### config.mk
export PLATFORM = sky130hd
export DESIGN_NAME = reg_regfile_resp_flat
export DESIGN_NICKNAME = d
export VERILOG_FILES = /design/src/rtl/reg_regfile_resp_if.sv /design/src/rtl/reg_regfile_resp.sv /design/src/flat_wrapper.sv
export SDC_FILE = /design/constraint.sdc
export NUM_CORES = 1
export LEC_CHECK = 0
export CAP_MARGIN = 10
export CORE_ASPECT_RATIO = 1.1
export CORE_MARGIN = 2
export CORE_UTILIZATION = 45
export CTS_BUF_LIST = sky130_fd_sc_hd__clkbuf_4 sky130_fd_sc_hd__clkbuf_8
export DETAILED_ROUTE_END_ITERATION = 6
export GPL_TIMING_DRIVEN = 0
export MAX_ROUTING_LAYER = met4
export PLACE_DENSITY = 0.81
export SYNTH_ARGS = -nofsm -noshare
export SYNTH_HDL_FRONTEND = slang
export SYNTH_SLANG_ARGS = --single-unit
### constraint.sdc
create_clock -name clk_i -period 36.5 [get_ports clk_i]
set_input_delay 7.3 -clock clk_i [delete_from_list [all_inputs] [get_ports clk_i]]
set_output_delay 7.3 -clock clk_i [all_outputs]
set_load 0.05 [all_outputs]
### src/rtl/reg_regfile_resp_if.sv
// Register-bus link between an initiator and reg_regfile_resp.
// The initiator raises req.valid and holds the request fields stable until rsp.ready; the responder raises rsp.ready for exactly one cycle.
interface reg_regfile_resp_if #(
  parameter int unsigned AddrWidth = 32,
  parameter int unsigned DataWidth = 32
);
  typedef struct packed {
    logic [AddrWidth-1:0]   addr;
    logic                   write;
    logic [DataWidth-1:0]   wdata;
    logic [DataWidth/8-1:0] wstrb;
    logic                   valid;
  } req_t;

  typedef struct packed {
    logic [DataWidth-1:0] rdata;
    logic                 error;
    logic                 ready;
  } rsp_t;

  req_t req;
  rsp_t rsp;

  modport master (output req, input rsp);
  modport slave  (input req, output rsp);
endinterface

### src/rtl/reg_regfile_resp.sv
// Register-bank responder: NumRegs words with byte strobes, fixed access latency,
// decode error signalling and a concurrent hardware write port.
module reg_regfile_resp #(
  parameter int unsigned                   NumRegs    = 16,
  parameter int unsigned                   DataWidth  = 32,
  parameter int unsigned                   AddrWidth  = 32,
  parameter logic [AddrWidth-1:0]          BaseAddr   = '0,
  parameter int unsigned                   WaitCycles = 1,
  parameter logic [NumRegs*DataWidth-1:0]  ResetVal   = '0,
  localparam int unsigned                  IdxW       = (NumRegs > 1) ? $clog2(NumRegs) : 1
) (
  input  logic                         clk_i,
  input  logic                         rst_i,
  reg_regfile_resp_if.slave            bus,
  output logic [NumRegs*DataWidth-1:0] regs_o,
  output logic [NumRegs-1:0]           wr_pulse_o,
  input  logic                         hw_we_i,
  input  logic [IdxW-1:0]              hw_idx_i,
  input  logic [DataWidth-1:0]         hw_wdata_i,
  output logic [1:0]                   dbg_state_o
);

  localparam int unsigned NumBytes = DataWidth / 8;
  localparam int unsigned OffW     = $clog2(NumBytes);
  localparam int unsigned CntW     = (WaitCycles > 0) ? $clog2(WaitCycles + 1) : 1;
  localparam logic [AddrWidth-1:0] AlignMask = (AddrWidth'(1) << OffW) - AddrWidth'(1);

  typedef enum logic [1:0] {
    Idle    = 2'd0,
    Wait    = 2'd1,
    Respond = 2'd2
  } state_e;

  state_e                 state_q, state_d;
  logic                   capture;
  logic [CntW-1:0]        cnt_q;
  logic [AddrWidth-1:0]   cap_addr;
  logic                   cap_write;
  logic [DataWidth-1:0]   cap_wdata;
  logic [NumBytes-1:0]    cap_wstrb;
  logic [DataWidth-1:0]   regs_q [NumRegs];
  logic [DataWidth-1:0]   regs_d [NumRegs];

  logic [AddrWidth-1:0]   off;
  logic [AddrWidth-1:0]   idx_full;
  logic [IdxW-1:0]        idx;
  logic                   dec_err;
  logic                   respond;
  logic                   bus_we;

  assign dbg_state_o = state_q;

  always_comb begin
    state_d = state_q;
    capture = 1'b0;
    case (state_q)
      Idle: begin
        if (bus.req.valid) begin
          capture = 1'b1;
          state_d = (WaitCycles > 0) ? Wait : Respond;
        end
      end
      Wait: begin
        if (cnt_q == CntW'(1)) state_d = Respond;
      end
      Respond: state_d = Idle;
      default: state_d = Idle;
    endcase
  end

  always_ff @(posedge clk_i or posedge rst_i) begin
    if (rst_i) begin
      state_q   <= Idle;
      cnt_q     <= '0;
      cap_addr  <= '0;
      cap_write <= 1'b0;
      cap_wdata <= '0;
      cap_wstrb <= '0;
    end else begin
      state_q <= state_d;
      if (capture) begin
        cnt_q     <= CntW'(WaitCycles);
        cap_addr  <= bus.req.addr;
        cap_write <= bus.req.write;
        cap_wdata <= bus.req.wdata;
        cap_wstrb <= bus.req.wstrb;
      end else if (state_q == Wait) begin
        cnt_q <= cnt_q - CntW'(1);
      end
    end
  end

  // Decode works only on the captured request, so a dropped valid cannot disturb it.
  assign off      = cap_addr - BaseAddr;
  assign idx_full = off >> OffW;
  assign idx      = idx_full[IdxW-1:0];
  assign dec_err  = (cap_addr < BaseAddr) ||
                    (idx_full >= AddrWidth'(NumRegs)) ||
                    ((cap_addr & AlignMask) != '0);
  assign respond  = (state_q == Respond);
  assign bus_we   = respond && cap_write && !dec_err;

  always_comb begin
    bus.rsp = '0;
    if (respond) begin
      bus.rsp.ready = 1'b1;
      bus.rsp.error = dec_err;
      if (!dec_err) bus.rsp.rdata = regs_q[idx];
    end
  end

  always_comb begin
    wr_pulse_o = '0;
    if (bus_we) wr_pulse_o[idx] = 1'b1;
  end

  // Hardware write lands first; bus-strobed bytes then override it on a collision.
  always_comb begin
    for (int i = 0; i < NumRegs; i++) begin
      regs_d[i] = regs_q[i];
      if (hw_we_i && (hw_idx_i == IdxW'(i))) regs_d[i] = hw_wdata_i;
      if (bus_we && (idx == IdxW'(i))) begin
        for (int b = 0; b < NumBytes; b++) begin
          if (cap_wstrb[b]) regs_d[i][b*8 +: 8] = cap_wdata[b*8 +: 8];
        end
      end
    end
  end

  always_ff @(posedge clk_i or posedge rst_i) begin
    if (rst_i) begin
      for (int i = 0; i < NumRegs; i++) regs_q[i] <= ResetVal[i*DataWidth +: DataWidth];
    end else begin
      for (int i = 0; i < NumRegs; i++) regs_q[i] <= regs_d[i];
    end
  end

  for (genvar g = 0; g < NumRegs; g++) begin : g_flat
    assign regs_o[g*DataWidth +: DataWidth] = regs_q[g];
  end

endmodule

### src/flat_wrapper.sv
// flat-port wrapper written by rule: the top's interface ports become plain ports
module reg_regfile_resp_flat 
#(
  parameter int unsigned                   NumRegs    = 16,
  parameter int unsigned                   DataWidth  = 32,
  parameter int unsigned                   AddrWidth  = 32,
  parameter logic [AddrWidth-1:0]          BaseAddr   = '0,
  parameter int unsigned                   WaitCycles = 1,
  parameter logic [NumRegs*DataWidth-1:0]  ResetVal   = '0,
  localparam int unsigned                  IdxW       = (NumRegs > 1) ? $clog2(NumRegs) : 1
)
  (clk_i, rst_i, regs_o, wr_pulse_o, hw_we_i, hw_idx_i, hw_wdata_i, dbg_state_o, bus_req, bus_rsp);
  reg_regfile_resp_if #(.AddrWidth(AddrWidth), .DataWidth(DataWidth)) bus_i ();
  input  logic clk_i;
  input  logic rst_i;
  output logic [NumRegs*DataWidth-1:0] regs_o;
  output logic [NumRegs-1:0] wr_pulse_o;
  input  logic hw_we_i;
  input  logic [IdxW-1:0] hw_idx_i;
  input  logic [DataWidth-1:0] hw_wdata_i;
  output logic [1:0] dbg_state_o;
  input wire logic [$bits(bus_i.req)-1:0] bus_req;
  output wire logic [$bits(bus_i.rsp)-1:0] bus_rsp;
  assign bus_i.req = bus_req;
  assign bus_rsp = bus_i.rsp;
  reg_regfile_resp #(.NumRegs(NumRegs), .DataWidth(DataWidth), .AddrWidth(AddrWidth), .BaseAddr(BaseAddr), .WaitCycles(WaitCycles), .ResetVal(ResetVal)) u_core (.clk_i(clk_i), .rst_i(rst_i), .bus(bus_i), .regs_o(regs_o), .wr_pulse_o(wr_pulse_o), .hw_we_i(hw_we_i), .hw_idx_i(hw_idx_i), .hw_wdata_i(hw_wdata_i), .dbg_state_o(dbg_state_o));
endmodule
==> reports/results.tsv <==
metric	value	unit
status	completed	
cts-resized-gates	0	
finalHoldViolations	0	
seq_area_frac_synth	44.13	%
drt_iter0_markers	2033	
num-nets-final	3158	
rows	104	
netlist_instances	2266	
muxShareOfSynthArea	46.13	%
fmax	81.15	MHz
critPathCaptureType	output port	
vdd_drop_max	0.05231	mV
core	73000	sq um
initial_core_util	45.37	%
synthAdderAreaFrac	0	%
die_h	288.5	um
drc	0	
met3_length	11.92	mm
port_buffers	672	
synthTopCellsByArea	dfrtp_1 44%, mux2_2 34%, mux4_2 8.7%	
final_util	59.56	%
grt_pass1_wl	194.2	mm
top_layer_used	met4	
first_pass_iters	5	
routed-via-count	25440	
post-cts-setup-buffer-count	0	
synth_top_family_by_area	multiplexers	
critical_path_class	reg -> out	
place.gp.congestion	0.9525	
synth_top_area_share	44.13	%
clock_path_buffers	3	
synth_nets	2375	
vias_per_cell	6.212	
io_pins	673	
antenna_found_initial	7	
power	0.003417	W
clock_skew	0.05069	ns
synth_compound_area_share	1.957	%
critPathArrivalTime	5.02	ns
setup_viol	0	
grt_usage	36.77	%
hpwl	101.8	mm
grt_pass1_vias	27070	
finalCritPeriodShare	33.76	%
setup-tns-final	0	ns
min_period	12.32	ns
yosys.area.top_type	dfrtp_1	
hold_buffers	0	
critPathMaxFanout	10	
dieArea	75780	sq um
power_leakage	17.67	nW
cp-start-kind	flop	
wl_per_cell	33.54	um
fp.dieW	262.7	um
synthesis.area	33120	sq um
critPathRequiredTime	29.20	ns
maxSlewHeadroom	13.31	%
wl_met2	66.95	mm
cts_root_buf	clkbuf_8	
area_growth	31.29	%
yosys.area_share.xor_xnor	0	%
rsz0062_at_grt	false	
whs	0.5023	ns
synth-simple-area-share	4.983	%
drv_slew	0	
hp-class	reg -> reg	
clkTransAtPathRegs	0.06	ns
cts.sinks	584	
cts_buffers	101	
wl_met1	50.29	mm
power_density	78.58	nW/um^2
postSynthAreaPerCell	14.61	sq um
wl	137.4	mm
cts_tree	yes	
cap_violations	0	
drtAntennaViolNets	0	
ys.warnings.count	0	
synth_cell_types	44	
worst_pin_slew	1.300	ns
htreeDepth	3	
grt_max_degree	126	
layout-drive-gt1-share	46.25	%
overflow	0	
pre_cts_ws	24.96	ns
ys_ff_latch	584	
fin_ws	24.18	ns
clock_latency	0.75	ns
state kept, by name, summed over array words and instances (netlist names):
signal              count
u_core.cap_wstrb        4
u_core.dbg_state_o      2
u_core.regs_o         512
u_core.cap_write        1
u_core.cap_addr        32
u_core.cap_wdata       32
u_core.cnt_q            1
final cells by class:
class                      instances  area, sq um
sequential                       584        14610
tap                              954         1194
inverter                           1        11.26
timing repair buffer             680         6878
antenna                            8        20.02
fill                            5599        29520
multi-input combinational       1480        17580
clock inverter                    23        176.4
clock buffer                     164         2082
buffer                           201        923.4
power breakdown:
part           switching (W)  total, W  internal, W
logic                0.00104   0.00172     0.000685
registers           0.000210   0.00103     0.000821
clock network       0.000294  0.000663     0.000369
total                0.00154   0.00342      0.00188
critical path, stage by stage (launching register included):
cell	delay [ns]
dfrtp_1	0.38
nor4_1	0.31
and4_1	0.35
buf_6	0.15
buf_8	0.14
buf_2	0.39
nand3_1	0.64
clkbuf_1	0.56
a21oi_1	0.45
clkdlybuf4s50_1	0.88
cells in the mapped netlist, drive strengths merged:
master	count
a21boi	1
a21oi	32
a22oi	64
and2	3
and3b	1
and4	1
and4bb	1
buf	60
clkbuf	140
dfrtp	584
dlygate4sd1	1
inv	1
mux2	1093
mux4	128
nand2	4
nand2b	9
nand3	51
nand3b	4
nand4	17
nand4b	4
nor2	32
nor2b	4
nor3	13
nor3b	2
nor4	12
or2	1
or4	3
layout by cell type (no fill, tap or decap), types with 29 or more instances in the layout:
cell type	synthesis	final
a21oi_1	32	32
a22oi_1	64	64
buf_1	30	30
clkbuf_1	134	134
clkbuf_8	4	140
clkdlybuf4s50_1	0	672
dfrtp_1	584	584
mux2_1	71	71
mux2_2	999	999
mux4_2	128	128
nand3_4	40	40
nor2_1	29	29
routing by layer:
metal / GRT usage [%] / vias up
met2: 60.04 / 1549
met1: 41.55 / 13220
met3: 9.132 / 475
met4: 20.72 / 0
li1: - / 10200
met5: - / -
stage by stage:
step           instances  instance area, sq um
6_report            4095                 43480
5_1_grt             4094                 43480
4_1_cts             4086                 43450
3_5_place_dp        3899                 41190
3_3_place_gp        3892                 41040
2_1_floorplan       2266                 33120
final timing paths:
path	slack, ns	end	cells past startpoint	start
worst max-delay path	24.18	bus_rsp[22]	9	u_core.cap_addr[20]
worst min-delay path	0.50	u_core.cap_addr[7]	1	u_core.cap_addr[7]
worst max register to register	33.49	u_core.regs_o[31]	5	u_core.cap_addr[5]
worst min register to register	0.50	u_core.cap_addr[7]	1	u_core.cap_addr[7]
max in group asynchronous	27.59	u_core.regs_o[45]	4	rst_i
min in group asynchronous	7.08	u_core.cap_wdata[27]	2	rst_i
kinds of logic (layout without fill, tap and decap cells):
| group | count (synthesis) | count (layout) |
|---|---|---|
| mux | 1221 | 1221 |
| flops | 584 | 584 |
| buf+inv | 202 | 1069 |
| simple gates | 162 | 162 |
| compound gates | 97 | 97 |
| other cells | 0 | 8 |
Power figures use the tool's default switching activity.
